[src/rtl/loop_control_pkg.sv]
// Shared constants for the Brainfuck loop sequencer: bracket opcodes and FSM state codes.
package loop_control_pkg;

  localparam logic [7:0] OP_LOOP_OPEN  = 8'h5B;
  localparam logic [7:0] OP_LOOP_CLOSE = 8'h5D;

  localparam logic [1:0] LC_IDLE  = 2'd0;
  localparam logic [1:0] LC_SKIP  = 2'd1;
  localparam logic [1:0] LC_ERROR = 2'd2;

endpackage

[src/rtl/loop_control_stack.sv]
// Return-address LIFO for open loops; only the fill count is reset, entries are plain storage.
module loop_stack #(
  parameter int WIDTH = 12,
  parameter int DEPTH = 16
) (
  input  logic             clk,
  input  logic             reset,
  input  logic             push,
  input  logic             pop,
  input  logic [WIDTH-1:0] din,
  output logic [WIDTH-1:0] top,
  output logic             empty,
  output logic             full
);

  localparam int PW = $clog2(DEPTH);
  localparam logic [PW:0] FULL_COUNT = (PW+1)'(DEPTH);

  logic [PW:0]      count_q, count_d;
  logic [PW-1:0]    top_idx;
  logic             do_push, do_pop;
  logic [WIDTH-1:0] mem_q [DEPTH];

  // Guarded push/pop keep a full or empty stack intact whatever the caller asks for.
  always_comb begin
    empty   = (count_q == '0);
    full    = (count_q == FULL_COUNT);
    do_push = push && !full;
    do_pop  = pop && !empty && !push;
    top_idx = count_q[PW-1:0] - PW'(1);
    top     = mem_q[top_idx];
    count_d = count_q;
    if (do_push) begin
      count_d = count_q + (PW+1)'(1);
    end else if (do_pop) begin
      count_d = count_q - (PW+1)'(1);
    end
  end

  always_ff @(posedge clk or negedge reset) begin
    if (!reset) begin
      count_q <= '0;
    end else begin
      count_q <= count_d;
    end
  end

  always_ff @(posedge clk) begin
    if (do_push) begin
      mem_q[count_q[PW-1:0]] <= din;
    end
  end

endmodule

[src/rtl/loop_control.sv]
// Loop sequencer: resolves [ and ] once the cell value is known, redirects the PC on taken
// backward branches and squashes the instruction stream while skipping a zero-cell loop.
module loop_control
  import loop_control_pkg::*;
#(
  parameter int IA_WIDTH = 12,
  parameter int DEPTH    = 16
) (
  input  logic                clk,
  input  logic                reset,
  input  logic                op_valid,
  input  logic                op_close,
  input  logic [IA_WIDTH-1:0] op_pc,
  input  logic                op_zero,
  output logic                op_ack,
  input  logic                scan_valid,
  input  logic [7:0]          scan_opcode,
  output logic                squash,
  output logic                pc_load,
  output logic [IA_WIDTH-1:0] pc_d,
  output logic                flush,
  output logic                busy,
  output logic                err_overflow,
  output logic                err_underflow
);

  logic [1:0]          state_q, state_d;
  logic [IA_WIDTH-1:0] nest_q, nest_d;
  logic [IA_WIDTH-1:0] target_q, target_d;
  logic                pc_load_q, pc_load_d;
  logic                flush_q, flush_d;
  logic                err_overflow_q, err_overflow_d;
  logic                err_underflow_q, err_underflow_d;
  logic                stack_push, stack_pop;
  logic [IA_WIDTH-1:0] stack_top;
  logic                stack_empty, stack_full;

  loop_stack #(.WIDTH(IA_WIDTH), .DEPTH(DEPTH)) u_stack (
    .clk   (clk),
    .reset (reset),
    .push  (stack_push),
    .pop   (stack_pop),
    .din   (op_pc),
    .top   (stack_top),
    .empty (stack_empty),
    .full  (stack_full)
  );

  always_comb begin
    state_d         = state_q;
    nest_d          = nest_q;
    target_d        = target_q;
    pc_load_d       = 1'b0;
    flush_d         = 1'b0;
    err_overflow_d  = err_overflow_q;
    err_underflow_d = err_underflow_q;
    stack_push      = 1'b0;
    stack_pop       = 1'b0;
    op_ack          = (state_q == LC_IDLE);
    squash          = (state_q == LC_ERROR) || ((state_q == LC_SKIP) && scan_valid);

    case (state_q)
      LC_IDLE: begin
        if (op_valid) begin
          if (!op_close) begin
            if (op_zero) begin
              nest_d  = IA_WIDTH'(1);
              flush_d = 1'b1;
              state_d = LC_SKIP;
            end else if (stack_full) begin
              err_overflow_d = 1'b1;
              state_d        = LC_ERROR;
            end else begin
              stack_push = 1'b1;
            end
          // An empty stack on ] is fatal regardless of the cell value.
          end else if (stack_empty) begin
            err_underflow_d = 1'b1;
            state_d         = LC_ERROR;
          end else if (op_zero) begin
            stack_pop = 1'b1;
          end else begin
            pc_load_d = 1'b1;
            flush_d   = 1'b1;
            target_d  = stack_top + IA_WIDTH'(1);
          end
        end
      end
      LC_SKIP: begin
        if (scan_valid) begin
          if (scan_opcode == OP_LOOP_OPEN) begin
            nest_d = nest_q + IA_WIDTH'(1);
          end else if (scan_opcode == OP_LOOP_CLOSE) begin
            nest_d = nest_q - IA_WIDTH'(1);
            if (nest_q == IA_WIDTH'(1)) begin
              state_d = LC_IDLE;
            end
          end
        end
      end
      LC_ERROR: begin
        state_d = LC_ERROR;
      end
      default: begin
        state_d = LC_IDLE;
      end
    endcase
  end

  always_ff @(posedge clk or negedge reset) begin
    if (!reset) begin
      state_q         <= LC_IDLE;
      nest_q          <= '0;
      target_q        <= '0;
      pc_load_q       <= 1'b0;
      flush_q         <= 1'b0;
      err_overflow_q  <= 1'b0;
      err_underflow_q <= 1'b0;
    end else begin
      state_q         <= state_d;
      nest_q          <= nest_d;
      target_q        <= target_d;
      pc_load_q       <= pc_load_d;
      flush_q         <= flush_d;
      err_overflow_q  <= err_overflow_d;
      err_underflow_q <= err_underflow_d;
    end
  end

  assign pc_load       = pc_load_q;
  assign pc_d          = target_q;
  assign flush         = flush_q;
  assign busy          = (state_q != LC_IDLE);
  assign err_overflow  = err_overflow_q;
  assign err_underflow = err_underflow_q;

endmodule

[config.mk]
export PLATFORM = sky130hd
export DESIGN_NAME = loop_control
export DESIGN_NICKNAME = d
export VERILOG_FILES = /design/src/rtl/loop_control_pkg.sv /design/src/rtl/loop_control_stack.sv /design/src/rtl/loop_control.sv
export SDC_FILE = /design/constraint.sdc
export NUM_CORES = 1
export LEC_CHECK = 0
export CAP_MARGIN = 15
export CORE_MARGIN = 5
export CORE_UTILIZATION = 65
export DETAILED_ROUTE_END_ITERATION = 7
export GPL_TIMING_DRIVEN = 0
export HOLD_SLACK_MARGIN = 0.12
export PLACE_DENSITY = 0.88
export RECOVER_POWER = 25
export SLEW_MARGIN = 30
export SYNTH_ARGS = -nofsm -noshare
export SYNTH_HDL_FRONTEND = slang
export SYNTH_SLANG_ARGS = --single-unit
[constraint.sdc]
create_clock -name clk -period 10.9 [get_ports clk]
set_input_delay 2.725 -clock clk [delete_from_list [all_inputs] [get_ports clk]]
set_output_delay 2.725 -clock clk [all_outputs]
set_load 0.01 [all_outputs]
==> summary.md, run 1 <==
| Metric | Value |
|---|---|
| Num CTS Buffers | `23` |
| Via count of the first global-routing pass | `6090` |
| Post-synth ARST share | `15.4%` |
| Final setup violation count | `0` |
| Fill count | `about 790` |
| Worst IR Drop VDD | `0.165 mV` |
| Number of standard-cell rows in the floorplan | `45` |
| Kind of end point of the critical path | `primary output` |
| Sequential-to-total area share from yosys stat | `66.1%` |
| Clock latency at the later pin of the worst-skew pair | `0.52 ns` |
| Critical-path top delay cell | `sky130_fd_sc_hd__clkdlybuf4s50_1` |
| Result of the run | `complete, no violations` |
| Gate family responsible for the most delay along the worst path | `buffers and inverters` |
| Overall power consumption | `3.28 mW` |
| Main synth FF type | `sky130_fd_sc_hd__edfxtp_1` |
| Buffering stage count on the worst path with inverters included | `2` |
| Number of synthesized flops with an enable pin | `between 150 and 200` |
| Critical path class | `input pin to primary output` |
| Via count normalized by instance count | `between 6 and 7` |
| Antenna violations before repair | `0` |
| Final worst-path cycle share | `between 60% and 70%` |
| Cts repair resizes | `0` |
| Number of storage elements in the synthesis netlist | `227` |
| Detailed-router iteration count before antenna repair | `5` |
| Number of input and output port buffers inserted | `42` |
| Antenna-violating nets left | `0` |
| Final critical-path required period | `6.75 ns` |
| Total die area | `0.0180 sq mm` |
| Count of final hold-check violations | `0` |
| Layout Area Growth over Synthesis | `16.7%` |
| Number of distinct library cells after synthesis | `62` |
| Cell area power density | `279 mW/mm^2` |
| Total number of nets in the final design | `743` |
| Most common cell on crit path | `sky130_fd_sc_hd__clkdlybuf4s50_1` |
| Relative slew slack | `4.79%` |
| Slew at the pin closest to its max-slew limit | `1.43 ns` |
| Die Height | `134 um` |
| # H-tree levels | `1` |
| Commonest cells after routing, fill and taps aside | `192 x sky130_fd_sc_hd__edfxtp_1, 36 x sky130_fd_sc_hd__nor2_1, 35 x sky130_fd_sc_hd__dfrtp_1, 35 x sky130_fd_sc_hd__clkdlybuf4s50_1, 32 x sky130_fd_sc_hd__mux2i_1` |
| Setup repair after global routing missed its margin | `no` |
| Main area contributors after synthesis | `sky130_fd_sc_hd__edfxtp_1 57%, sky130_fd_sc_hd__dfrtp_1 8.7%, sky130_fd_sc_hd__mux4_1 5.5%` |
| Critical Path Max Stage Delay | `0.55 ns` |
| Number of I/O pins | `45` |
| Pin count of the biggest net entering global routing | `28` |
| Number of max-capacitance violations reported | `0` |
| Global-route wire length before repair | `between 30 and 40 mm` |
| HP Class | `flip-flop to flip-flop` |
| Number of clock sinks seen by CTS | `227` |
| Synthesized area | `between 0.01 and 0.015 sq mm` |
| Max Clock Freq | `148 MHz` |
| Buffers from clock root to sink, at most | `3` |
| Critical Path AT | `4.02 ns` |
| Minimum setup slack in the final design | `between 4 and 5 ns` |
| Cell-by-cell trace of the critical path | `clkdlybuf4s50_1, nand2_1, mux2i_1, clkdlybuf4s50_1` |
| Total number of vias | `6009` |
| CTS tree | `done` |
| Number of standard cells in the layout, taps in and fillers out | `909` |
| Synthesis Warnings | `0` |
| Root buffer cell | `sky130_fd_sc_hd__clkbuf_16` |
| Number of buffers added to fix hold violations after cts | `0` |
| Drt total wl | `22.9 mm` |
| Post-synth net total | `658` |
| Register-to-register setup slack | `6.19 ns` |
| Postcts setup bufs | `0` |
| Grt total ovfl | `0` |
| Final Cell Area | `0.0117 sq mm` |
| Critical path required time | `8.18 ns` |
| Avg Cell Area, Syn | `16.2 sq um` |
| Leakage | `roughly 4.1 nW` |
| Placed Instance Area | `0.0109 sq mm` |
| Hold Slack | `0.479 ns` |
| Most common library cell in the layout ignoring fill and taps | `sky130_fd_sc_hd__edfxtp_1` |
| Element type at the critical path start | `input pin` |
| End-of-flow core utilization | `77.1%` |
| Post-Place Setup Slack | `4.15 ns` |
| Cell type with the largest total area after synthesis | `sky130_fd_sc_hd__edfxtp_1` |
| Number of slew-limit violations in the final report | `0` |
| Wire per inst | `25.1 um` |
| Detailed Route Iter0 Violations | `580` |
| Final TNS setup | `0 ns` |
| Post-synth top area share | `57.4%` |
| # DRC | `0` |
| Die extent in x | `about 130 um` |
| Worst setup skew after layout | `0.00946 ns` |
| Clock edge transition at the registers on the reported setup and hold paths | `~0.06 ns` |
| Instance count after placement with tap cells included | `867` |
| Largest driver fanout on the critical path | `3` |
| Count of mapped cells out of synthesis | `around 620` |
| Half-perimeter wire length after placement | `15.1 mm` |
| Effective utilization at floorplan | `between 60 and 70%` |
| GPL Wtd Cong | `approximately 0.9` |
| Global routing usage summed across all routing layers | `roughly 26%` |
| Total core area | `between 0.015 and 0.02 sq mm` |
| Inserted Diodes | `0` |
| Fraction of layout instances using a drive strength above 1 | `18.4%` |
[registers in the layout (all words and copies together), names as in the netlist]
register / count
err_overflow: 1
err_underflow: 1
flush: 1
nest_q: 12
pc_d: 12
pc_load: 1
state_q: 2
u_stack.count_q: 5
u_stack.mem_q: 192
[layer usage]
layer  track usage (%)  share of wire [%]
met1              35.5                 39
met2              43.1                 49
met3              4.09                8.0
met4              9.22                3.9
met5                 0                  0
[where the power goes]
| part | leakage, nW | switching [mW] | internal (mW) |
|---|---|---|---|
| Sequential | 2.17 | 0.0414 | 0.981 |
| Clock | 0.384 | 0.337 | 0.484 |
| Combinational | 1.59 | 0.799 | 0.634 |
| Total | 4.15 | 1.18 | 2.10 |
[cell families after synthesis]
logic type / count (synthesis) / synth area share (%)
mux: 79 / 13.5
xor+xnor: 26 / 2.53
compound gates: 62 / 3.87
buf+inv: 43 / 3.16
simple gates: 169 / 9.12
fa+ha+maj: 13 / 1.69
flops: 227 / 66.1
[final timing paths]
kind	start	end	depth (start not counted)
worst max-delay path	scan_valid	squash	4
worst min-delay path	err_underflow	err_underflow	1
worst max register to register	u_stack.count_q[0]	pc_d[10]	18
worst min register to register	err_underflow	err_underflow	1
max in group asynchronous	reset	state_q[1]	2
min in group asynchronous	reset	nest_q[5]	1
[area by class of cell]
class | count | area, sq um | share of cell area [%]
Clock inverter | 13 | 181 | 1.55
Multi-Input combinational cell | 349 | 3140 | 26.8
Tap cell | 188 | 235 | 2.01
Inverter | 12 | 45.0 | 0.384
Sequential cell | 227 | 6640 | 56.7
Buffer | 31 | 273 | 2.33
Clock buffer | 29 | 619 | 5.28
Timing Repair Buffer | 60 | 587 | 5.01
[synthesized netlist by cell type (all sizes together) (2+ instances only)]
cell type	n
mux2	9
and2	3
clkbuf	11
nor2	50
nand2	26
a41oi	2
mux2i	32
a22oi	4
nand3b	8
a41o	2
and3	6
buf	20
a221oi	2
inv	12
a31oi	3
or2	2
nor4	5
xnor2	11
a211oi	2
nor2b	4
edfxtp	192
nor3	19
ha	12
dfrtp	35
a21oi	25
nand2b	2
xor2	15
mux4	38
or3	2
nand3	11
a21o	2
nand4	8
nor3b	16
o21ai	14
No activity file was read; power rests on OpenSTA's default activity.
==> run 2: changes to the inputs <==
--- a/config.mk
+++ b/config.mk
@@ -7,11 +7,11 @@
 export LEC_CHECK = 0
 export CAP_MARGIN = 15
 export CORE_MARGIN = 5
-export CORE_UTILIZATION = 65
+export CORE_UTILIZATION = 55
 export DETAILED_ROUTE_END_ITERATION = 7
 export GPL_TIMING_DRIVEN = 0
 export HOLD_SLACK_MARGIN = 0.12
-export PLACE_DENSITY = 0.88
+export PLACE_DENSITY = 0.79
 export RECOVER_POWER = 25
 export SLEW_MARGIN = 30
 export SYNTH_ARGS = -nofsm -noshare
==> constraint.sdc (replaced) <==
create_clock -name clk -period 5.4 [get_ports clk]
set_input_delay 1.35 -clock clk [delete_from_list [all_inputs] [get_ports clk]]
set_output_delay 1.35 -clock clk [all_outputs]
set_load 0.01 [all_outputs]
==> summary.md, run 2 (synthesis results as in run 1) <==
| Metric | Value |
|---|---|
| Result of the run | `complete, no violations (unchanged)` |
| Global routing usage summed across all routing layers | `20.2% (was 26.0%)` |
| Final critical-path required period | `4.62 ns` |
| Effective utilization at floorplan | `55.9% (was 66.1%)` |
| Count of final hold-check violations | `0 (unchanged)` |
| Wire per inst | `22.8 um (was 25.1 um)` |
| Commonest cells after routing, fill and taps aside | `192 x sky130_fd_sc_hd__edfxtp_1, 36 x sky130_fd_sc_hd__nor2_1, 35 x sky130_fd_sc_hd__dfrtp_1, 35 x sky130_fd_sc_hd__clkdlybuf4s50_1, 32 x sky130_fd_sc_hd__mux2i_1 (unchanged)` |
| Launch instance of the worst min-delay path | `err_underflow (unchanged)` |
| Slew at the pin closest to its max-slew limit | `1.24 ns (was 1.43 ns)` |
| Critical Path AT | `5.01 ns (was 4.02 ns)` |
| Buffers from clock root to sink, at most | `3 (unchanged)` |
| Pin count of the biggest net entering global routing | `24 (was 28)` |
| Via count normalized by instance count | `6.04 (was 6.61)` |
| Inserted Diodes | `0 (unchanged)` |
| Worst setup skew after layout | `0.0210 ns (was 0.00946 ns)` |
| Critical path startpoint | `u_stack.count_q[0] (was scan_valid)` |
| GPL Wtd Cong | `0.849 (was 0.896)` |
| Worst IR Drop VDD | `0.408 mV (was 0.165 mV)` |
| Root buffer cell | `sky130_fd_sc_hd__clkbuf_16 (unchanged)` |
| # DRC | `0 (unchanged)` |
| Detailed-router iteration count before antenna repair | `5 (unchanged)` |
| Final TNS setup | `0 ns (unchanged)` |
| Cts repair resizes | `0 (unchanged)` |
| Clock edge transition at the registers on the reported setup and hold paths | `0.06 ns (about the same)` |
| Total number of vias | `5725 (was 6009)` |
| Number of clock sinks seen by CTS | `227 (unchanged)` |
| Number of standard-cell rows in the floorplan | `49 (was 45)` |
| Instance count after placement with tap cells included | `906 (was 867)` |
| Grt total ovfl | `0 (unchanged)` |
| Global-route wire length before repair | `33.6 mm (was 35.1 mm)` |
| Detailed Route Iter0 Violations | `508 (was 580)` |
| Max Clock Freq | `216 MHz` |
| Total core area | `0.0180 sq mm (was 0.0152 sq mm)` |
| End-of-flow core utilization | `65.4% (was 77.1%)` |
| Clock latency at the later pin of the worst-skew pair | `0.53 ns (was 0.52 ns)` |
| Minimum setup slack in the final design | `0.779 ns (was 4.15 ns)` |
| Drt total wl | `21.6 mm (was 22.9 mm)` |
| CTS tree | `done (unchanged)` |
| Most common library cell in the layout ignoring fill and taps | `sky130_fd_sc_hd__edfxtp_1 (unchanged)` |
| Largest driver fanout on the critical path | `10 (was 3)` |
| Final worst-path cycle share | `between 80% and 90%` |
| Number of input and output port buffers inserted | `42 (unchanged)` |
| Total number of nets in the final design | `742 (was 743)` |
| Startpoint of the lowest-slack register-to-register path | `u_stack.count_q[0] (unchanged)` |
| # H-tree levels | `1 (unchanged)` |
| Fraction of layout instances using a drive strength above 1 | `17.4% (was 18.4%)` |
| Die Height | `145 um (was 134 um)` |
| Half-perimeter wire length after placement | `14.8 mm (was 15.1 mm)` |
| Number of buffers added to fix hold violations after cts | `0 (unchanged)` |
| Kind of end point of the critical path | `flip-flop (was primary output)` |
| Antenna-violating nets left | `0 (unchanged)` |
| Number of max-capacitance violations reported | `0 (unchanged)` |
| Post-Place Setup Slack | `0.795 ns (was 4.15 ns)` |
| Total die area | `0.0211 sq mm (was 0.0180 sq mm)` |
| Layout Area Growth over Synthesis | `17.0% (was 16.7%)` |
| Die extent in x | `145 um (was 134 um)` |
| Number of I/O pins | `45 (unchanged)` |
| Largest register FFs | `192 (unchanged)` |
| Cell area power density | `561 mW/mm^2 (was 279 mW/mm^2)` |
| Antenna violations before repair | `0 (unchanged)` |
| Postcts setup bufs | `0 (unchanged)` |
| Number of slew-limit violations in the final report | `0 (unchanged)` |
| Setup repair after global routing missed its margin | `no (unchanged)` |
| HP Class | `flip-flop to flip-flop (unchanged)` |
| Element type at the critical path start | `flip-flop (was input pin)` |
| Number of standard cells in the layout, taps in and fillers out | `948 (was 909)` |
| Via count of the first global-routing pass | `5893 (was 6090)` |
| Final setup violation count | `0 (unchanged)` |
| Critical path class | `flip-flop to flip-flop (was input pin to primary output)` |
| Leakage | `4.14 nW (was 4.15 nW)` |
| Critical path required time | `5.79 ns (was 8.18 ns)` |
| Relative slew slack | `17.3% (was 4.79%)` |
| Num CTS Buffers | `24 (was 23)` |
==> run 2: cell count changes in the layout (fill, tap and decap cells not counted), moves of 2 or more <==
cell	before	now
sky130_fd_sc_hd__buf_6	19	15
sky130_fd_sc_hd__clkinvlp_4	2	0
sky130_fd_sc_hd__clkinv_1	0	5
sky130_fd_sc_hd__clkinv_4	4	0
==> run 2: area by class of cell <==
| class | count | area, sq um |
|---|---|---|
| inverter | 12 | 45.0 |
| fill | 1198 | 6220 |
| buffer | 31 | 273 |
| multi-input combinational | 349 | 3140 |
| clock buffer | 30 | 623 |
| timing repair buffer | 58 | 564 |
| tap | 229 | 287 |
| clock inverter | 12 | 179 |
| sequential | 227 | 6640 |
==> run 2: metrics by stage <==
step | hold WS (ns) | instance area [sq um] | power [mW]
2_1_floorplan | 0.483 | 10000 | 4.12
3_3_place_gp | 0.454 | 10800 | 4.82
3_5_place_dp | 0.481 | 11000 | 4.91
4_1_cts | 0.495 | 11800 | 6.59
5_1_grt | 0.504 | 11700 | 6.89
6_report | 0.483 | 11700 | 6.59
==> run 2: worst paths after layout <==
path	to	slack, ns	cells past startpoint
min in group asynchronous	pc_d[11]	0.85	1
min reg2reg	err_underflow	0.48	1
min	err_underflow	0.48	1
max reg2reg	pc_d[4]	0.78	18
max	pc_d[4]	0.78	18
max in group asynchronous	nest_q[9]	2.97	2
==> run 2: critical path, stage by stage (launching register included) <==
cell                       delay (ns)
sky130_fd_sc_hd__dfrtp_1         0.59
sky130_fd_sc_hd__buf_6           0.25
sky130_fd_sc_hd__buf_12          0.17
sky130_fd_sc_hd__buf_8           0.14
sky130_fd_sc_hd__inv_1           0.11
sky130_fd_sc_hd__ha_1            0.31
sky130_fd_sc_hd__buf_6           0.13
sky130_fd_sc_hd__buf_2           0.21
sky130_fd_sc_hd__clkbuf_1        0.53
sky130_fd_sc_hd__mux4_2          0.40
sky130_fd_sc_hd__mux2i_1         0.18
sky130_fd_sc_hd__nor2_1          0.06
sky130_fd_sc_hd__a21oi_1         0.48
sky130_fd_sc_hd__inv_1           0.10
sky130_fd_sc_hd__ha_1            0.22
sky130_fd_sc_hd__nor2b_2         0.18
sky130_fd_sc_hd__nand2_1         0.12
sky130_fd_sc_hd__xor2_1          0.19
sky130_fd_sc_hd__a21oi_1         0.09
==> run 2: power breakdown <==
part | switching [mW] | leakage (nW) | internal, mW
Clock | 0.651 | 0.386 | 1.01
Combinational | 1.59 | 1.58 | 1.28
Sequential | 0.0771 | 2.17 | 1.98
==> run 2: metal layers <==
metal	track usage, %	vias to the layer above	routed length, um
met5	0	-	0
met4	6.62	0	731
met3	4.05	52	1690
met2	33.5	252	10500
met1	27.2	2838	8640
li1	-	2583	-
==> run 3: changes to the inputs <==
--- a/config.mk
+++ b/config.mk
@@ -5,15 +5,16 @@
 export SDC_FILE = /design/constraint.sdc
 export NUM_CORES = 1
 export LEC_CHECK = 0
-export CAP_MARGIN = 15
+export CAP_MARGIN = 20
 export CORE_MARGIN = 5
-export CORE_UTILIZATION = 55
+export CORE_UTILIZATION = 54
 export DETAILED_ROUTE_END_ITERATION = 7
 export GPL_TIMING_DRIVEN = 0
 export HOLD_SLACK_MARGIN = 0.12
-export PLACE_DENSITY = 0.79
+export PLACE_DENSITY = 0.78
 export RECOVER_POWER = 25
 export SLEW_MARGIN = 30
 export SYNTH_ARGS = -nofsm -noshare
 export SYNTH_HDL_FRONTEND = slang
+export SYNTH_HIERARCHICAL = 1
 export SYNTH_SLANG_ARGS = --single-unit
==> summary.md, run 3 <==
| Metric | Value |
|---|---|
| Final TNS setup | `0 ns (unchanged)` |
| Slew at the pin closest to its max-slew limit | `1.40 ns (was 1.24 ns)` |
| Main area contributors after synthesis | `sky130_fd_sc_hd__edfxtp_1 59%, sky130_fd_sc_hd__dfrtp_1 9.0%, sky130_fd_sc_hd__mux4_2 8.3% (was sky130_fd_sc_hd__edfxtp_1 57%, sky130_fd_sc_hd__dfrtp_1 8.7%, sky130_fd_sc_hd__mux4_1 5.5%)` |
| Critical Path AT | `4.43 ns (was 5.01 ns)` |
| Max Clock Freq | `246 MHz (was 216 MHz)` |
| Die extent in x | `144 um (was 145 um)` |
| Die Height | `144 um (was 145 um)` |
| Count of mapped cells out of synthesis | `560 (was 619)` |
| Largest register FFs | `192 (unchanged)` |
| Relative slew slack | `6.95% (was 17.3%)` |
| Number of buffers added to fix hold violations after cts | `0 (unchanged)` |
| Critical path required time | `5.76 ns (was 5.79 ns)` |
| Pin count of the biggest net entering global routing | `27 (was 24)` |
| Gate family responsible for the most delay along the worst path | `buffers and inverters (unchanged)` |
| Number of synthesized flops with an enable pin | `192 (unchanged)` |
| Setup repair after global routing missed its margin | `no (unchanged)` |
| Register-to-register setup slack | `1.33 ns (was 0.78 ns)` |
| Worst R2R Path Depth | `16 (was 18)` |
| Postcts setup bufs | `0 (unchanged)` |
| Cell-by-cell trace of the critical path | `buf_6, buf_12, buf_12, inv_1, ha_1, buf_2, buf_2, mux4_2, nor2b_1, a211oi_1, a21oi_1, and4_1, and3_1, nand3_1, xor2_1, a21oi_1 (was buf_6, buf_12, buf_8, inv_1, ha_1, buf_6, buf_2, clkbuf_1, mux4_2, mux2i_1, nor2_1, a21oi_1, inv_1, ha_1, nor2b_2, nand2_1, xor2_1, a21oi_1)` |
| Number of clock sinks seen by CTS | `227 (unchanged)` |
| Post-synth top area share | `59.2% (was 57.4%)` |
| Number of I/O pins | `45 (unchanged)` |
| Number of distinct library cells after synthesis | `63 (was 62)` |
| Clock latency at the later pin of the worst-skew pair | `0.50 ns (was 0.53 ns)` |
| Startpoint of the lowest-slack register-to-register path | `u_stack/count_q[0] (was u_stack.count_q[0])` |
| # H-tree levels | `1 (unchanged)` |
| HP Class | `flip-flop to flip-flop (unchanged)` |
| Wire per inst | `22.7 um (was 22.8 um)` |
| GR Layer Usage met3 | `3.41% (was 4.05%)` |
| Sequential-to-total area share from yosys stat | `68.1% (was 66.1%)` |
| Half-perimeter wire length after placement | `12.7 mm (was 14.8 mm)` |
| Fill count | `1195 (was 1198)` |
| Number of standard-cell rows in the floorplan | `49 (unchanged)` |
| Cell area power density | `543 mW/mm^2 (was 561 mW/mm^2)` |
| Layout Area Growth over Synthesis | `15.8% (was 17.0%)` |
| Final Cell Area | `0.0113 sq mm (was 0.0117 sq mm)` |
| Element type at the critical path start | `flip-flop (unchanged)` |
| Total number of vias | `5327 (was 5725)` |
| Inserted Diodes | `0 (unchanged)` |
| Buffering stage count on the worst path with inverters included | `6 (was 8)` |
| Placed Instance Area | `0.0105 sq mm (was 0.0110 sq mm)` |
| Count of final hold-check violations | `0 (unchanged)` |
| Hold Slack | `0.469 ns (was 0.483 ns)` |
| Drt total wl | `19.9 mm (was 21.6 mm)` |
| Met2 capacity usage during global routing | `34.6% (was 33.5%)` |
| Buffers from clock root to sink, at most | `3 (unchanged)` |
| Antenna violations before repair | `0 (unchanged)` |
| Number of instances on the worst hold path | `1 (unchanged)` |
| Final setup violation count | `0 (unchanged)` |
| Commonest cells in the netlist | `192 x sky130_fd_sc_hd__edfxtp_1, 36 x sky130_fd_sc_hd__mux4_2, 36 x sky130_fd_sc_hd__nor2_1 (was 192 x sky130_fd_sc_hd__edfxtp_1, 48 x sky130_fd_sc_hd__nor2_1, 35 x sky130_fd_sc_hd__dfrtp_1)` |
| Storage cell area | `0.00664 sq mm (unchanged)` |
| Detailed-router iteration count before antenna repair | `5 (unchanged)` |
| Number of storage elements in the synthesis netlist | `227 (unchanged)` |
| Kind of end point of the critical path | `flip-flop (unchanged)` |
| Clock edge transition at the registers on the reported setup and hold paths | `0.06 ns (about the same)` |
| Largest driver fanout on the critical path | `10 (unchanged)` |
| Cell type with the largest total area after synthesis | `sky130_fd_sc_hd__edfxtp_1 (unchanged)` |
| Grt total ovfl | `0 (unchanged)` |
| Total die area | `0.0208 sq mm (was 0.0211 sq mm)` |
| Avg Cell Area, Syn | `17.4 sq um (was 16.2 sq um)` |
| Most frequent cell after synthesis | `sky130_fd_sc_hd__edfxtp_1 (unchanged)` |
| Area taken by multi-input logic gates | `0.00293 sq mm (was 0.00314 sq mm)` |
| Leakage | `3.82 nW (was 4.14 nW)` |
| Number of max-capacitance violations reported | `0 (unchanged)` |
| Met1 Usage GRT | `25.2% (was 27.2%)` |
| Num CTS Buffers | `23 (was 24)` |
| Most common library cell in the layout ignoring fill and taps | `sky130_fd_sc_hd__edfxtp_1 (unchanged)` |
| Antenna-violating nets left | `0 (unchanged)` |
| Result of the run | `complete, no violations (unchanged)` |
| Total number of nets in the final design | `669 (was 742)` |
| Critical path class | `flip-flop to flip-flop (unchanged)` |
| Global routing usage summed across all routing layers | `19.6% (was 20.2%)` |
| Via count of the first global-routing pass | `5483 (was 5893)` |
| Number of input and output port buffers inserted | `44 (was 42)` |
| Root buffer cell | `sky130_fd_sc_hd__clkbuf_16 (unchanged)` |
| Synthesis Warnings | `6 (was 0)` |
| Fraction of layout instances using a drive strength above 1 | `19.9% (was 17.4%)` |
| Launch instance of the worst min-delay path | `err_underflow (unchanged)` |
| Post-synth net total | `599 (was 658)` |
| Via count normalized by instance count | `6.08 (was 6.04)` |
| Synthesized area | `0.00975 sq mm (was 0.0100 sq mm)` |
| Detailed Route Iter0 Violations | `398 (was 508)` |
| Worst Hold Endpoint | `err_underflow (unchanged)` |
| Total core area | `0.0178 sq mm (was 0.0180 sq mm)` |
| # DRC | `0 (unchanged)` |
| Main synth FF type | `sky130_fd_sc_hd__edfxtp_1 (unchanged)` |
| Layer with the highest usage | `met2 (unchanged)` |
| GPL Wtd Cong | `0.839 (was 0.849)` |
| Worst IR Drop VDD | `0.294 mV (was 0.408 mV)` |
| Global-route wire length before repair | `30.6 mm (was 33.6 mm)` |
| Cts repair resizes | `0 (unchanged)` |
| Effective utilization at floorplan | `54.6% (was 55.9%)` |
| Critical Path Max Stage Delay | `0.51 ns (was 0.59 ns)` |
| Cell depth of the worst setup path | `16 (was 18)` |
| Number of slew-limit violations in the final report | `0 (unchanged)` |
| Post-synth ARST share | `15.4% (unchanged)` |
| Worst setup skew after layout | `0.00947 ns (was 0.0210 ns)` |
| Commonest cells after routing, fill and taps aside | `192 x sky130_fd_sc_hd__edfxtp_1, 36 x sky130_fd_sc_hd__clkdlybuf4s50_1, 36 x sky130_fd_sc_hd__mux4_2 (was 192 x sky130_fd_sc_hd__edfxtp_1, 36 x sky130_fd_sc_hd__nor2_1, 35 x sky130_fd_sc_hd__dfrtp_1, 35 x sky130_fd_sc_hd__clkdlybuf4s50_1, 32 x sky130_fd_sc_hd__mux2i_1)` |
| CTS tree | `done (unchanged)` |
| Final worst-path cycle share | `75.3% (was 85.6%)` |
| R2R Path End | `pc_d[11] (was pc_d[4])` |
| Critical-path top delay cell | `sky130_fd_sc_hd__dfrtp_1 (unchanged)` |
| Final critical-path required period | `4.07 ns (was 4.62 ns)` |
run 3: changes by cell type in the layout (fill, tap and decap cells not counted), sizes merged, moves of 10 or more:
cell    change
mux4       +11
mux2i      -14
buf        -18
nor3       -14
a21oi      +11
nor3b      -13
a211oi     +10
nor2       -13
clkbuf     -11
nand2      -12
run 3: stage by stage:
stage / worst slack [ns] / power (mW) / util (%) / instances
after floorplan: 2.03 / 3.78 / - / 560
after global placement: 1.04 / 4.46 / 58.7 / 833
after detailed placement: 1.25 / 4.52 / 59.0 / 834
after CTS: 1.29 / 6.14 / 63.4 / 876
after global routing: 1.18 / 6.43 / 63.3 / 876
final: 1.33 / 6.12 / 63.3 / 876
run 3: worst reg2reg max path, stage by stage (launching register included):
cell                       delay, ns
sky130_fd_sc_hd__dfrtp_1        0.51
sky130_fd_sc_hd__buf_6          0.22
sky130_fd_sc_hd__buf_12         0.18
sky130_fd_sc_hd__buf_12         0.16
sky130_fd_sc_hd__inv_1          0.09
sky130_fd_sc_hd__ha_1           0.28
sky130_fd_sc_hd__buf_2          0.26
sky130_fd_sc_hd__buf_2          0.36
sky130_fd_sc_hd__mux4_2         0.36
sky130_fd_sc_hd__nor2b_1        0.14
sky130_fd_sc_hd__a211oi_1       0.43
sky130_fd_sc_hd__a21oi_1        0.15
sky130_fd_sc_hd__and4_1         0.25
sky130_fd_sc_hd__and3_1         0.19
sky130_fd_sc_hd__nand3_1        0.10
sky130_fd_sc_hd__xor2_1         0.17
sky130_fd_sc_hd__a21oi_1        0.09
run 3: how the worst max path moves through the flow:
stage / startpoint / end / slack, ns
after floorplan: op_valid / u_stack/count_q[4] / 2.03
after global placement: op_valid / u_stack/mem_q[11][11] / 1.04
after detailed placement: op_valid / u_stack/count_q[4] / 1.25
after CTS: u_stack/count_q[0] / pc_d[11] / 1.29
after global routing: u_stack/count_q[0] / pc_d[11] / 1.18
final: u_stack/count_q[0] / pc_d[11] / 1.33
run 3: final cells by class:
| type | count | share of cell area, % |
|---|---|---|
| plain buffers | 24 | 1.52 |
| clock buffers | 23 | 5.10 |
| clock inverters | 19 | 1.83 |
| inverters | 10 | 0.332 |
| multi-input cells | 299 | 26.0 |
| flip-flops and latches | 227 | 58.8 |
| well taps | 229 | 2.54 |
| repair buffers | 45 | 3.88 |
run 3: kinds of logic (layout without fill, tap and decap cells):
| family | count (synthesis) | count (layout) | share of synthesized area, % |
|---|---|---|---|
| DFF | 227 | 227 | 68.1 |
| and+or+nand+nor | 123 | 123 | 7.25 |
| AOI/OAI and AO/OA | 72 | 72 | 4.67 |
| muxes | 72 | 72 | 14.3 |
| buffers and inverters | 34 | 121 | 2.14 |
| xor gates and xnor gates | 19 | 19 | 1.78 |
| adders and majority gates | 13 | 13 | 1.75 |
run 3: report_power, final:
part	internal (mW)	switching (mW)
Clock	0.973	0.635
Sequential	1.99	0.0877
Combinational	1.08	1.35
run 3: routing by layer:
metal | routed length, um | part of all wire (%)
met2 | 10200 | 51
met5 | 0 | 0
met4 | 501 | 2.5
met1 | 7920 | 40
met3 | 1260 | 6.3
==> variant 1 (settings of run 3) <==
Make the reset (`reset`) synchronous in 2 clocked blocks.
--- a/src/rtl/loop_control_stack.sv
+++ b/src/rtl/loop_control_stack.sv
@@ -37,7 +37,7 @@
     end
   end
 
-  always_ff @(posedge clk or negedge reset) begin
+  always_ff @(posedge clk) begin
     if (!reset) begin
       count_q <= '0;
     end else begin
--- a/src/rtl/loop_control.sv
+++ b/src/rtl/loop_control.sv
@@ -107,7 +107,7 @@
     endcase
   end
 
-  always_ff @(posedge clk or negedge reset) begin
+  always_ff @(posedge clk) begin
     if (!reset) begin
       state_q         <= LC_IDLE;
       nest_q          <= '0;
Formal check against the unedited RTL: differs if reset is asserted again (counterexample within 4 cycles, from zero or initial values and one cycle with reset low); with reset held inactive, the same outputs for 4 cycles.
==> variant 1 against run 3 <==
  * Wire length rose by 3.3%
  * Count of clock-buffer cells in the layout is 6 higher
  * Sequential cell count is the same
  * Highest routed layer unchanged
  * Area after synthesis rose by 2.0%
  * Design area increased by 0.44%
  * Setup slack improved by 54 ps
  * Die area increased by 1.9%
  * Global-route usage decreased by 0.23 points
  * First-iteration DRC count shrank 14%
Power is not compared: it rests on default switching activity, and its combinational part moved more than twofold at a synthesized area within 25%.
==> variant 1: results (changes against run 3) <==
[min_path]
holdCritStartpoint = err_underflow  ; unchanged

[detailed_routing]
avgViaCountPerCell = 6.14  ; was 6.08
first_pass_iters = 5  ; unchanged
drt-initial-drc-count = 343  ; was 398

[yosys]
ys_top_cells_by_area = edfxtp_1 58%, dfxtp_1 7.0%, mux4_1 6.3%, mux4_2 5.7%, mux2i_1 1.8%  ; was edfxtp_1 59%, dfrtp_1 9.0%, mux4_2 8.3%, mux4_1 3.5%, mux2i_1 1.8%
synth-adder-area-share_pct = 1.71  ; was 1.75%
muxShareOfSynthArea_pct = 13.8  ; was 14.3%
synth_nets = 626  ; was 599
synth_compound_area_share_pct = 5.50  ; was 4.67%
async_reset_ff_share_pct = 0  ; was 15.4%
synthDistinctLibCells = 70  ; was 63
yosysSeqAreaShare_pct = 65.1  ; was 68.1%
synth_commonest_cells = 192 x edfxtp_1, 37 x nor2_1, 35 x dfxtp_1  ; was 192 x edfxtp_1, 36 x mux4_2, 36 x nor2_1
synth-xor-area-share_pct = 1.74  ; was 1.78%

[finish]
nets = 695  ; was 669
fillCellCount = 1252  ; was 1,195
drive_gt1_share_pct = 17.4  ; was 19.9%

[global_route]
gr-usage-all-layers_pct = 19.3  ; was 19.6%
grt_max_degree = 17  ; was 27
grt_use_met3_pct = 3.67  ; was 3.41%
grt_first_pass_wirelength_mm = 32.3  ; was 30.6 mm
grt_pass1_vias = 5704  ; was 5,483
globalRouteMet1Util_pct = 25.7  ; was 25.2%

[worst_setup_path]
timing.rr.end = pc_d[8]  ; was pc_d[11]
slowest_stage = clkdlybuf4s50_1  ; was dfrtp_1
crit-reg2reg-launch = u_stack/count_q[0]  ; unchanged
arrival_ps = 2660  ; was 4430 ps
crit_path_max_fanout = 2  ; was 10
critPathMaxStageDelay_ps = 560  ; was 510 ps
reg2regPathDepth = 15  ; was 16
startpoint = scan_valid  ; was u_stack/count_q[0]

[timing]
fin_hold_ws_ps = 477  ; was 469 ps
max_slew_margin_pct = 41.9  ; was 6.95%
skew_ps = 15.8  ; was 9.47 ps

[placement]
place_area_um2 = 10700  ; was 10,500 um2
dp_hpwl_mm = 13.8  ; was 12.7 mm

[status]
status = finished clean  ; unchanged

variant 1: metal layers:
metal / part of all wire (%) / vias up
li1: - / 2496
met1: 42 / 2801
met2: 51 / 185
met3: 5.6 / 30
met4: 1.7 / 0
met5: 0 / -
variant 1: worst max-delay path by stage:
stage | endpoint | slack, ps | depth (start not counted)
2_1_floorplan | u_stack/count_q[4] | 1770 | 10
3_3_place_gp | u_stack/mem_q[1][11] | 1070 | 7
3_5_place_dp | u_stack/count_q[4] | 1010 | 11
4_1_cts | squash | 1380 | 4
5_1_grt | pc_d[8] | 1260 | 15
6_report | squash | 1390 | 4
variant 1: critical path, delay by kind of cell:
kind	cells	cell delay, ps
buf+inv	2	1050
simple gates	1	140
compound gates	1	110
variant 1: power by group through the flow:
stage / clock network (W) / logic [W] / registers, W
final: 0.00138 / 0.000678 / 0.00194
after global routing: 0.00149 / 0.000722 / 0.00194
after CTS: 0.00140 / 0.000675 / 0.00194
after detailed placement: 0 / 0.000673 / 0.00197
after global placement: 0 / 0.000648 / 0.00197
after floorplan: 0 / 0.000455 / 0.00197
variant 1: cells by family after synthesis:
group	count (synthesis)
multiplexers	67
flip-flops	227
AO/OA/AOI/OAI	82
buffers and inverters	37
XOR/XNOR	18
adder cells (fa/ha/maj)	13
AND/OR/NAND/NOR	143
variant 1: stage by stage:
| step | utilization [%] | cells | setup slack (ps) |
|---|---|---|---|
| floorplan | - | 587 | 1770 |
| global placement | 59.2 | 860 | 1070 |
| detailed placement | 59.4 | 860 | 1010 |
| CTS | 62.9 | 897 | 1380 |
| global route | 62.9 | 897 | 1260 |
| finish | 62.9 | 897 | 1390 |
variant 1: final cells by class:
| class | instances | area, um2 | share of cell area [%] |
|---|---|---|---|
| inverter | 8 | 30.0 | 0.265 |
| timing repair buffer | 44 | 440 | 3.88 |
| clock inverter | 8 | 37.5 | 0.331 |
| buffer | 29 | 297 | 2.62 |
| sequential | 227 | 6470 | 57.0 |
| clock buffer | 29 | 598 | 5.27 |
| multi-input combinational | 323 | 3180 | 28.1 |
| tap | 229 | 287 | 2.53 |
==> variant 2 (flow settings as in run 3) <==
Made on the original files. Set the parameter `IA_WIDTH` to 16 (it was 12).
--- a/src/rtl/loop_control.sv
+++ b/src/rtl/loop_control.sv
@@ -3,7 +3,7 @@
 module loop_control
   import loop_control_pkg::*;
 #(
-  parameter int IA_WIDTH = 12,
+  parameter int IA_WIDTH = 16,
   parameter int DEPTH    = 16
 ) (
   input  logic                clk,
Interface: changed (resized op_pc and pc_d); port bits go from 45 to 53. No check against the original RTL was run, so the function may have changed too.
==> variant 2 against run 3 <==
  * The flow now finishes with violations (max-capacitance violations, max-slew violations)
  * Design area grew 31%
  * Non-clock buffer count grew 30
  * Power grew 37%
  * Die area grew 29%
  * Sequential cell count grew 72
  * Clock skew grew 9.2 ps
  * Cell count grew 33%
  * Area after synthesis grew 31%
  * Wire length grew 34%
  * Setup slack lost 500 ps
  * Sequential power grew 34%
  * Critical endpoint is now pc_d[15]
  * Largest power group unchanged
==> variant 2: results (changes against run 3) <==
[power]
power_leakage_nw = 4.91  ; was 3.82 nW
switching_share_pct = 35.0  ; was 33.9%
ir_drop_mv = 0.357  ; was 0.294 mV

[die]
die_area_um2 = 26800  ; was 20,800 um2

[finish]
drive_gt1_share_pct = 21.3  ; was 19.9%
diodes = 0  ; unchanged
largest_register_ffs = 256  ; was 192
nets = 871  ; was 669
fillCellCount = 1634  ; was 1,195

[cts]
h-tree-depth = 1  ; unchanged
cts-root-buf = clkbuf_16  ; unchanged
cts_made_buffers = 29  ; was 23
clk_latency_ps = 550  ; was 500 ps

[yosys]
async_reset_ff_share_pct = 14.4  ; was 15.4%
synth-edff-count = 256  ; was 192
synthDistinctLibCells = 64  ; was 63
ys_warn_count = 6  ; unchanged
ys_top_cells_by_area = edfxtp_1 60%, mux4_2 11%, dfrtp_1 8.4%, a21oi_1 2.0%, mux2i_1 1.6%  ; was edfxtp_1 59%, dfrtp_1 9.0%, mux4_2 8.3%, mux4_1 3.5%, mux2i_1 1.8%
yosysSeqAreaShare_pct = 68.6  ; was 68.1%
synth-adder-area-share_pct = 1.33  ; was 1.75%
synth_commonest_cells = 256 x edfxtp_1, 65 x mux4_2, 51 x a21oi_1  ; was 192 x edfxtp_1, 36 x mux4_2, 36 x nor2_1
synth_compound_area_share_pct = 5.21  ; was 4.67%
synth_nets = 779  ; was 599
muxShareOfSynthArea_pct = 13.5  ; was 14.3%
synth-xor-area-share_pct = 1.66  ; was 1.78%

[placement]
placement.io_buffers = 52  ; was 44
dp_hpwl_mm = 17.3  ; was 12.7 mm
gp_congestion = 0.813  ; was 0.839
place_area_um2 = 13900  ; was 10,500 um2

[global_route]
gr-usage-all-layers_pct = 20.3  ; was 19.6%
antenna_found_initial = 0  ; unchanged
grt_first_pass_wirelength_mm = 41.0  ; was 30.6 mm
grt_max_degree = 44  ; was 27
grt_pass1_vias = 6971  ; was 5,483

[worst_setup_path]
critPathMaxStageDelay_ps = 430  ; was 510 ps
arrival_ps = 4970  ; was 4430 ps
reg2regPathDepth = 15  ; was 16
slowest_stage = dfrtp_1  ; unchanged
r2r_setup_slack_ps = 830  ; was 1330 ps
timing.rr.end = pc_d[15]  ; was pc_d[11]
crit_type = flip-flop to flip-flop  ; unchanged
crit_path_max_fanout = 10  ; unchanged
critPathTopFamily = buffers and inverters  ; unchanged

[status]
status = complete, but fails checks  ; was finished clean
violations = max-capacitance violations, max-slew violations

[detailed_routing]
wire_per_inst_um = 22.9  ; was 22.7 um
first_pass_iters = 5  ; unchanged
avgViaCountPerCell = 5.98  ; was 6.08
drt-initial-drc-count = 715  ; was 398

[run]
cap_violations = 1  ; was 0

[min_path]
hold_end = err_overflow  ; was err_underflow
holdCritStartpoint = err_overflow  ; was err_underflow
hold_class = flip-flop to flip-flop  ; unchanged

[timing]
skew_ps = 18.7  ; was 9.47 ps
worst_pin_slew_ps = 2310  ; was 1400 ps
slew_violations = 44  ; was 0
timing.fmax_mhz = 219  ; was 246 MHz

## variant 2: cell types whose count changed after synthesis, sizes merged, moves of 7 or more
cell / run 3 / this run
edfxtp: 192 / 256
a21oi: 36 / 51
a211oi: 12 / 20
mux4: 49 / 65
nand2: 14 / 21
buf: 17 / 24
dfrtp: 35 / 43
## variant 2: metal layers
| layer | share of wire [%] | vias to the layer above | GRT usage [%] |
|---|---|---|---|
| li1 | - | 3130 | - |
| met1 | 41 | 3557 | 28.7 |
| met5 | 0 | - | 0 |
| met2 | 51 | 273 | 34.7 |
| met3 | 6.6 | 29 | 2.56 |
| met4 | 1.5 | 0 | 3.74 |
## variant 2: per-stage QoR
step / utilization [%] / cells / hold slack (ps) / total power [W] / worst slack, ps
6_report: 63.4 / 1169 / 472 / 0.00838 / 830
5_1_grt: 63.4 / 1169 / 489 / 0.00881 / 667
4_1_cts: 63.4 / 1169 / 476 / 0.00841 / 816
3_5_place_dp: 59.3 / 1116 / 462 / 0.00632 / 927
3_3_place_gp: 58.5 / 1107 / 454 / 0.00623 / -376
2_1_floorplan: - / 736 / 512 / 0.00530 / 1460
## variant 2: layout make-up
type	instances	share of cell area [%]
multi-input cells	389	25.4
well taps	319	2.69
flip-flops and latches	299	59.1
clock buffers	33	4.99
repair buffers	61	4.12
inverters	10	0.253
clock inverters	20	1.53
plain buffers	38	1.94
## variant 2: power groups by stage
stage	sequential [W]	clock (W)	combinational, W
6_report	0.00279	0.00204	0.00355
5_1_grt	0.00281	0.00218	0.00382
4_1_cts	0.00279	0.00207	0.00355
3_5_place_dp	0.00283	0	0.00349
3_3_place_gp	0.00282	0	0.00341
2_1_floorplan	0.00284	0	0.00246
